`src/rtl/alu_issue_unit_pkg.sv`:
```
// Shared definitions for the ALU issue/writeback stage: opcodes, flag bit
// positions, FSM state encodings and small decode helpers.
package alu_issue_unit_pkg;

    localparam logic [3:0] ALU_SUM = 4'd0;
    localparam logic [3:0] ALU_SMI = 4'd1;
    localparam logic [3:0] ALU_SB  = 4'd2;
    localparam logic [3:0] ALU_SBI = 4'd3;
    localparam logic [3:0] ALU_CM  = 4'd4;
    localparam logic [3:0] ALU_CMI = 4'd5;
    localparam logic [3:0] ALU_ANR = 4'd6;
    localparam logic [3:0] ALU_ANI = 4'd7;
    localparam logic [3:0] ALU_ORR = 4'd8;
    localparam logic [3:0] ALU_ORI = 4'd9;
    localparam logic [3:0] ALU_XRR = 4'd10;
    localparam logic [3:0] ALU_XRI = 4'd11;

    localparam int CARRY_FLAG = 0;
    localparam int ZERO_FLAG  = 1;
    localparam int NEG_FLAG   = 2;
    localparam int SPARE_FLAG = 3;

    localparam logic [1:0] FETCH_OP  = 2'd0;
    localparam logic [1:0] FETCH_IMM = 2'd1;
    localparam logic [1:0] EXECUTE   = 2'd2;
    localparam logic [1:0] WRITEBACK = 2'd3;

    typedef struct packed {
        logic [3:0] opcode;
        logic [3:0] operand;
    } instr_t;

    function automatic logic is_illegal(input logic [3:0] op);
        return op > ALU_XRI;
    endfunction

    // Odd opcodes carry their y operand in a second instruction byte.
    function automatic logic is_imm(input logic [3:0] op);
        return op[0];
    endfunction

endpackage

```
`src/rtl/alu_issue_unit_if.sv`:
```
// Instruction byte stream plus the operand/result bus to the ALU.
interface alu_issue_unit_if;
    logic       instr_valid;
    logic [7:0] instr_data;
    logic       instr_ready;
    logic [7:0] alu_x;
    logic [7:0] alu_y;
    logic [3:0] alu_operation;
    logic [15:0] alu_out;
    logic [3:0] alu_flags;

    modport master (
        output instr_valid, instr_data, alu_out, alu_flags,
        input  instr_ready, alu_x, alu_y, alu_operation
    );

    modport slave (
        input  instr_valid, instr_data, alu_out, alu_flags,
        output instr_ready, alu_x, alu_y, alu_operation
    );
endinterface

```
`src/rtl/alu_issue_unit_regfile.sv`:
```
// Operand register file: one write port, one asynchronous read port.
module alu_regfile #(
    parameter int NUM_REGS = 4,
    localparam int IDX_W = (NUM_REGS > 1) ? $clog2(NUM_REGS) : 1
) (
    input  logic             clock,
    input  logic             reset,
    input  logic             we,
    input  logic [IDX_W-1:0] waddr,
    input  logic [7:0]       wdata,
    input  logic [IDX_W-1:0] raddr,
    output logic [7:0]       rdata
);

    logic [NUM_REGS-1:0][7:0] regs;

    always_ff @(posedge clock) begin
        if (!reset) begin
            regs <= '0;
        end else begin
            for (int i = 0; i < NUM_REGS; i++) begin
                if (we && waddr == IDX_W'(i))
                    regs[i] <= wdata;
            end
        end
    end

    assign rdata = regs[raddr];

endmodule

```
`src/rtl/alu_issue_unit.sv`:
```
// Issue/writeback stage for the 8-bit ALU: fetches instruction bytes, drives
// registered operands, and writes the ALU result back into the accumulator.
module alu_issue_unit
    import alu_issue_unit_pkg::*;
#(
    parameter int         NUM_REGS = 4,
    parameter logic [7:0] ACC_INIT = 8'h00,
    localparam int IDX_W = (NUM_REGS > 1) ? $clog2(NUM_REGS) : 1
) (
    input  logic              clock,
    input  logic              reset,
    alu_issue_unit_if.slave   bus,
    input  logic              reg_we,
    input  logic [IDX_W-1:0]  reg_waddr,
    input  logic [7:0]        reg_wdata,
    output logic [7:0]        acc,
    output logic [3:0]        flags,
    output logic              done,
    output logic              illegal,
    output logic              busy
);

    logic [1:0] state;
    logic [3:0] pend_op;
    logic [7:0] rdata;
    logic       accept;
    instr_t     ins;

    assign ins = bus.instr_data;

    alu_regfile #(.NUM_REGS(NUM_REGS)) u_rf (
        .clock (clock),
        .reset (reset),
        .we    (reg_we),
        .waddr (reg_waddr),
        .wdata (reg_wdata),
        .raddr (ins.operand[IDX_W-1:0]),
        .rdata (rdata)
    );

    assign bus.instr_ready = reset && (state == FETCH_OP || state == FETCH_IMM);
    assign accept          = bus.instr_valid && bus.instr_ready;
    assign busy            = (state != FETCH_OP);

    // Only the low result byte and the carry/neg flags matter here.
    logic unused_alu;
    assign unused_alu = ^{bus.alu_out[15:8], bus.alu_flags[SPARE_FLAG], bus.alu_flags[ZERO_FLAG]};

    always_ff @(posedge clock) begin
        if (!reset) begin
            state             <= FETCH_OP;
            pend_op           <= '0;
            acc               <= ACC_INIT;
            flags             <= '0;
            bus.alu_x         <= '0;
            bus.alu_y         <= '0;
            bus.alu_operation <= '0;
            done              <= 1'b0;
            illegal           <= 1'b0;
        end else begin
            done    <= 1'b0;
            illegal <= 1'b0;
            case (state)
                FETCH_OP: if (accept) begin
                    if (is_illegal(ins.opcode)) begin
                        illegal <= 1'b1;
                    end else if (is_imm(ins.opcode)) begin
                        pend_op <= ins.opcode;
                        state   <= FETCH_IMM;
                    end else begin
                        // rdata is the pre-write value even if reg_we hits this index now.
                        bus.alu_x         <= acc;
                        bus.alu_y         <= rdata;
                        bus.alu_operation <= ins.opcode;
                        state             <= EXECUTE;
                    end
                end
                FETCH_IMM: if (accept) begin
                    bus.alu_x         <= acc;
                    bus.alu_y         <= bus.instr_data;
                    bus.alu_operation <= pend_op;
                    state             <= EXECUTE;
                end
                EXECUTE: state <= WRITEBACK;
                default: begin
                    acc               <= bus.alu_out[7:0];
                    flags[CARRY_FLAG] <= bus.alu_flags[CARRY_FLAG];
                    flags[NEG_FLAG]   <= bus.alu_flags[NEG_FLAG];
                    flags[ZERO_FLAG]  <= (bus.alu_out[7:0] == 8'h00);
                    flags[SPARE_FLAG] <= 1'b0;
                    done              <= 1'b1;
                    state             <= FETCH_OP;
                end
            endcase
        end
    end

endmodule

```
`src/flat_wrapper.sv`:
```
// flat-port wrapper written by rule: the top's interface ports become plain ports
module alu_issue_unit_flat import alu_issue_unit_pkg::*;
#(
    parameter int         NUM_REGS = 4,
    parameter logic [7:0] ACC_INIT = 8'h00,
    localparam int IDX_W = (NUM_REGS > 1) ? $clog2(NUM_REGS) : 1
)
  (clock, reset, reg_we, reg_waddr, reg_wdata, acc, flags, done, illegal, busy, bus_instr_valid, bus_instr_data, bus_alu_out, bus_alu_flags, bus_instr_ready, bus_alu_x, bus_alu_y, bus_alu_operation);
  alu_issue_unit_if bus_i ();
  input  logic clock;
  input  logic reset;
  input  logic reg_we;
  input  logic [IDX_W-1:0] reg_waddr;
  input  logic [7:0] reg_wdata;
  output logic [7:0] acc;
  output logic [3:0] flags;
  output logic done;
  output logic illegal;
  output logic busy;
  input wire logic [$bits(bus_i.instr_valid)-1:0] bus_instr_valid;
  input wire logic [$bits(bus_i.instr_data)-1:0] bus_instr_data;
  input wire logic [$bits(bus_i.alu_out)-1:0] bus_alu_out;
  input wire logic [$bits(bus_i.alu_flags)-1:0] bus_alu_flags;
  output wire logic [$bits(bus_i.instr_ready)-1:0] bus_instr_ready;
  output wire logic [$bits(bus_i.alu_x)-1:0] bus_alu_x;
  output wire logic [$bits(bus_i.alu_y)-1:0] bus_alu_y;
  output wire logic [$bits(bus_i.alu_operation)-1:0] bus_alu_operation;
  assign bus_i.instr_valid = bus_instr_valid;
  assign bus_i.instr_data = bus_instr_data;
  assign bus_i.alu_out = bus_alu_out;
  assign bus_i.alu_flags = bus_alu_flags;
  assign bus_instr_ready = bus_i.instr_ready;
  assign bus_alu_x = bus_i.alu_x;
  assign bus_alu_y = bus_i.alu_y;
  assign bus_alu_operation = bus_i.alu_operation;
  alu_issue_unit #(.NUM_REGS(NUM_REGS), .ACC_INIT(ACC_INIT)) u_core (.clock(clock), .reset(reset), .bus(bus_i), .reg_we(reg_we), .reg_waddr(reg_waddr), .reg_wdata(reg_wdata), .acc(acc), .flags(flags), .done(done), .illegal(illegal), .busy(busy));
endmodule
```
`config.mk`:
```
export PLATFORM = sky130hd
export DESIGN_NAME = alu_issue_unit_flat
export DESIGN_NICKNAME = d
export VERILOG_FILES = /design/src/rtl/alu_issue_unit_pkg.sv /design/src/rtl/alu_issue_unit_if.sv /design/src/rtl/alu_issue_unit_regfile.sv /design/src/rtl/alu_issue_unit.sv /design/src/flat_wrapper.sv
export SDC_FILE = /design/constraint.sdc
export NUM_CORES = 1
export LEC_CHECK = 0
export ABC_CLOCK_PERIOD_IN_PS = 1400
export CELL_PAD_IN_SITES_DETAIL_PLACEMENT = 0
export CELL_PAD_IN_SITES_GLOBAL_PLACEMENT = 1
export CORE_ASPECT_RATIO = 1.1
export CORE_UTILIZATION = 33
export DETAILED_ROUTE_END_ITERATION = 8
export PLACE_DENSITY_LB_ADDON = 0.15
export SKIP_CTS_REPAIR_TIMING = 1
export SLEW_MARGIN = 0
export SYNTH_ARGS = -nofsm -noshare
export SYNTH_HDL_FRONTEND = slang
export SYNTH_SLANG_ARGS = --single-unit
```
`constraint.sdc`:
```
create_clock -name clock -period 1.4 [get_ports clock]
set_clock_uncertainty 0.05 [all_clocks]
set_input_delay 0.28 -clock clock [delete_from_list [all_inputs] [get_ports clock]]
set_output_delay 0.28 -clock clock [all_outputs]
set_load 0.05 [all_outputs]
```
Word level (Yosys, flattened, before mapping)

Cells that the tools add are included.

Reduce and logical (&&, ||, !) cells: 17
Multiplexer cells: 24
Bitwise operators: 1
Equal/unequal tests: 9
$lt $le $gt $ge: 2

Operators by type and width:

| operator           | number |
|---|---|
| $mux 8             | 9 |
| $pmux 8 s2         | 2 |
| $bmux 8 s2         | 1 |
| $mux 4             | 4 |
| $logic_not 8->1    | 1 |
| $mux 2             | 4 |
| $pmux 4 s2         | 1 |
| $eq 2x2->1 const B | 3 |
| $logic_and 1x1->1  | 6 |
| $pmux 2 s3         | 1 |
| $reduce_and 3->1   | 2 |
| $reduce_and 5->1   | 1 |
| $eq 2x1->1 const B | 2 |
| $gt 4x4->1 const B | 1 |
| $logic_not 2->1    | 2 |
| $ne 2x1->1 const B | 2 |
| $ne 2x2->1 const B | 2 |
| $reduce_and 4->1   | 1 |
| $reduce_bool 2->1  | 2 |
| $lt 2x3->1 const B | 1 |
| $reduce_or 3->1    | 1 |
| $mux 1             | 2 |
| $logic_or 1x1->1   | 1 |
| $not 1->1          | 1 |

Bits of input ports: 42
Logic and storage cells: 66
Bits in registers: 71

Logic depth before layout (Yosys ltp)

Depth after elaboration: 6
Depth in mapped cells: 8

By module

Synthesis repeated with hierarchy kept, for this count alone.

Cells, all modules: 301
Area total of the unflattened synthesis: 3066.7 um^2

By module, submodules not included:

| module         | instances | area each (um^2) | cells an instance |
|---|---|---|---|
| alu_issue_unit | 1         | 1700.4           | 176 |
| alu_regfile    | 1         | 1366.3           | 125 |

Worst setup path after synthesis

OpenSTA, ideal clock, no wires.

Kind: input-to-output
From: in reset
To: out bus_instr_ready
Data required time: 1.070 ns
Arrival: 1.474 ns
Path buffers: 2
Stages: 4
Slack: -0.404 ns
Cell sequence: clkinv_1 > buf_2 > clkbuf_1 > nor2_1

Word-level cells in the longest chain between the ends: 1

Ends and longest elaborated chain:

| element           | RTL line             | text |
|---|---|---|
| start, declared   | flat_wrapper.sv:11   | `input logic reset;` |
| $logic_and 1x1->1 | alu_issue_unit.sv:41 | `assign bus.instr_ready = reset && (state == FETCH_OP \|\| state == FETCH_IMM);` |
| end, declared     | flat_wrapper.sv:24   | `output wire logic [$bits(bus_i.instr_ready)-1:0] bus_instr_ready;` |

Every way passes these cells.

Worst setup path after layout

From: reg u_core.state[0]
To: out busy

Word-level cells in the longest chain between the ends: 1

Ends and longest elaborated chain:

| element                | RTL line             | text |
|---|---|---|
| start, declared        | alu_issue_unit.sv:23 | `logic [1:0] state;` |
| start signal, assigned | alu_issue_unit.sv:51 | `state <= FETCH_OP;` |
| start signal, assigned | alu_issue_unit.sv:69 | `state <= FETCH_IMM;` |
| start signal, assigned | alu_issue_unit.sv:75 | `state <= EXECUTE;` |
| $reduce_bool 2->1      | alu_issue_unit.sv:43 | `assign busy = (state != FETCH_OP);` |
| end, declared          | flat_wrapper.sv:19   | `output logic busy;` |

Every way passes these cells.

==> flow_metrics.py <==
metrics = {
    "run_status": {
        "status": "finished, violations left",
        "failing_checks": "setup timing",
    },
    "global_route": {
        "antenna_found_initial": 0,
        "grt_overflow_total": 0,
        "grt_usage_pct": 17.14,
        "grt_pass1_wl_um": 12650,
        "first_global_vias": 2443,
        "grt_max_degree": 22,
    },
    "synthesis": {
        "synthFlopType": "dfxtp_1",
        "async_flop_share_pct": 0,
        "yosys.cell_types.count": 36,
        "synth_seq_area_share_pct": 46.41,
        "yosysMostFrequentCell": "dfxtp_1",
        "ys_top_cells_by_area": "dfxtp_1 46%, mux2i_1 17%, nor2_1 6.1%",
        "yosys_warnings": 0,
        "post_synth_edffs": 0,
        "synth_cells": 303,
        "synth_top_area_share_pct": 46.41,
        "syn-cell-area_mm2": 0.003063,
        "synth-seq-cells": 71,
        "syn_avg_cell_area_um2": 10.11,
        "synth_area_leader_cell": "dfxtp_1",
        "synth_commonest_cells": "71 x dfxtp_1, 51 x mux2i_1, 50 x nor2_1",
        "nets_in_the_synthesized_netlist": 348,
    },
    "placed_design": {
        "place.detailed.hpwl_um": 5780,
        "numPortBuffers": 66,
        "routabilityCongestion": 0.8120,
        "post-place-cells": 502,
    },
    "floorplanning": {
        "fp.coreArea_mm2": 0.008919,
        "placementRows": 36,
        "floorplan.die.height_um": 103.0,
        "start_util_pct": 34.34,
        "die_x_um": 93.86,
        "dieArea_mm2": 0.009671,
        "boundaryPins": 78,
    },
    "finish": {
        "final_nets": 448,
        "antenna_cells_inserted": 0,
        "post_layout_nonfiller_instances": 521,
        "flow.area_growth_from_synthesis_pct": 57.68,
        "fraction_of_final_layout_cells_with_drive_strength_greater_than_1_pct": 32.68,
    },
    "route": {
        "dr_total_vias": 2523,
        "iteration_0_drc_count_of_the_detailed_router": 91,
        "drt-total-wl_um": 8082,
        "detail_route.first_pass.iterations": 4,
        "drc_errors": 0,
        "post_drt_wl_per_cell_um": 15.51,
        "viasPerCell": 4.843,
        "antenna_nets_post_route": 0,
    },
    "clocking": {
        "clk_path_buf_depth": 2,
        "cts_buffers": 9,
        "clk_latency_ns": 0.33,
        "htree_num_levels": 3,
        "tritoncts": "done",
        "clkSlewWorstSetupHoldPaths_ns": 0.07,
        "cts.sinks": 71,
        "cts_root_buf": "clkbuf_8",
    },
    "run": {
        "drv.max_cap_violation_count": 0,
    },
    "critical_path": {
        "crit_path_start_kind": "flop",
        "worstSetupEndpointType": "output port",
        "worst-path-max-fanout": 5,
        "timing.reg2reg.setup_slack_ns": -0.25,
        "cp_data_required_time_ns": 1.07,
        "path_class": "reg2out",
        "crit_arrival_ns": 1.34,
    },
    "sta": {
        "final-setup-viol-count": 27,
        "setup_tns_ns": -3.701,
        "grt_setup_unrepaired": "yes",
        "post-route-period-util_pct": 119.4,
        "fmax_mhz": 598.2,
        "final_max_slew_viol_count": 0,
        "hold_ws_ns": 0.4102,
        "final_hold_vio_count": 0,
        "fin_crit_ns": 1.672,
        "finalWorstSetupSlack_ns": -0.2717,
    },
    "power_and_ir_drop": {
        "standby_leakage_power_nw": 1.929,
        "largest_voltage_drop_on_the_vdd_net_mv": 0.6626,
        "total_power_mw": 6.319,
        "p_per_area_mw_per_mm2": 1308,
    },
    "worst_hold_path": {
        "hp-class": "reg2reg",
    },
}
==> where the power goes <==
part	leakage, nW	switching [mW]	internal (mW)
Sequential	0.577	0.130	2.15
Clock	0.0892	0.742	0.810
Combinational	1.26	1.24	1.25
==> cell type report <==
class / instances / area [um^2]
fillers: 824 / 4089
flip-flops and latches: 71 / 1426
inverters: 6 / 31.28
multi-input cells: 203 / 1575
clock buffers: 11 / 131.4
repair buffers: 112 / 1475
well taps: 114 / 142.6
clock inverters: 4 / 47.55
==> sequential cells by signal (all words and copies together) (netlist names) <==
name	count
u_core.u_rf.regs	32
u_core.acc	8
u_core.bus.alu_x	8
u_core.bus.alu_y	8
u_core.bus.alu_operation	4
u_core.pend_op	4
u_core.flags	3
u_core.state	2
u_core.done	1
u_core.illegal	1
==> cells by family (layout without fill, tap and decap cells) <==
family | Yosys count | count (layout) | synth area share, %
fa+ha+maj | 3 | 3 | 1.226
flops | 71 | 71 | 46.41
mux | 59 | 59 | 21.81
buf+inv | 29 | 133 | 4.820
compound gates | 50 | 50 | 12.50
other cells | 1 | 1 | 0.1224
simple gates | 90 | 90 | 13.11
==> layout by cell type (no fill, tap or decap), types with 2 or more instances in the layout <==
cell type / instances
dfxtp_1: 69
mux2i_1: 51
nor2_1: 48
buf_12: 43
buf_4: 33
clkdlybuf4s50_1: 31
a21oi_1: 21
nand2_1: 13
nand3_1: 11
clkbuf_8: 9
a311oi_2: 8
o21ai_1: 6
mux4_2: 6
o21ai_0: 6
buf_6: 5
a211oi_2: 3
clkinvlp_4: 2
inv_4: 2
inv_2: 2
nor2_4: 2
and2_1: 2
nand3b_1: 2
nor4_1: 2
a211oi_1: 2
mux2_2: 2
or3_1: 2
ha_4: 2
clkbuf_1: 2
clkinv_2: 2
==> worst max-delay path, stage by stage (launching register included) <==
cell and delay (ns):
dfxtp_4 0.38, inv_4 0.06, ha_4 0.17, clkinvlp_4 0.13, buf_6 0.14, buf_12 0.13
==> through the flow <==
stage	instance area, um^2	util, %	worst slack, ns
after global routing	4830	54.15	-0.3338
after floorplan	3083	-	-0.2423
after global placement	4527	50.76	-0.3799
after detailed placement	4527	50.76	-0.4155
final	4830	54.15	-0.2717
after CTS	4706	52.76	-0.4443
==> path summary, 6_finish.rpt <==
check                        end  depth (start not counted)         startpoint
max reg2reg  u_core.bus.alu_y[4]                          8    u_core.state[0]
min            u_core.pend_op[0]                          1  u_core.pend_op[0]
max                         busy                          5    u_core.state[0]
min reg2reg    u_core.pend_op[0]                          1  u_core.pend_op[0]
==> layer usage <==
| layer | wire, um | vias to the layer above | GRT usage, % |
|---|---|---|---|
| li1 | - | 1260 | - |
| met1 | 3961 | 1209 | 24.46 |
| met2 | 3854 | 48 | 25.94 |
| met3 | 209 | 6 | 3.171 |
| met4 | 57 | 0 | 5.680 |
| met5 | 0 | - | 0 |
(Power assumes the default switching activity.)
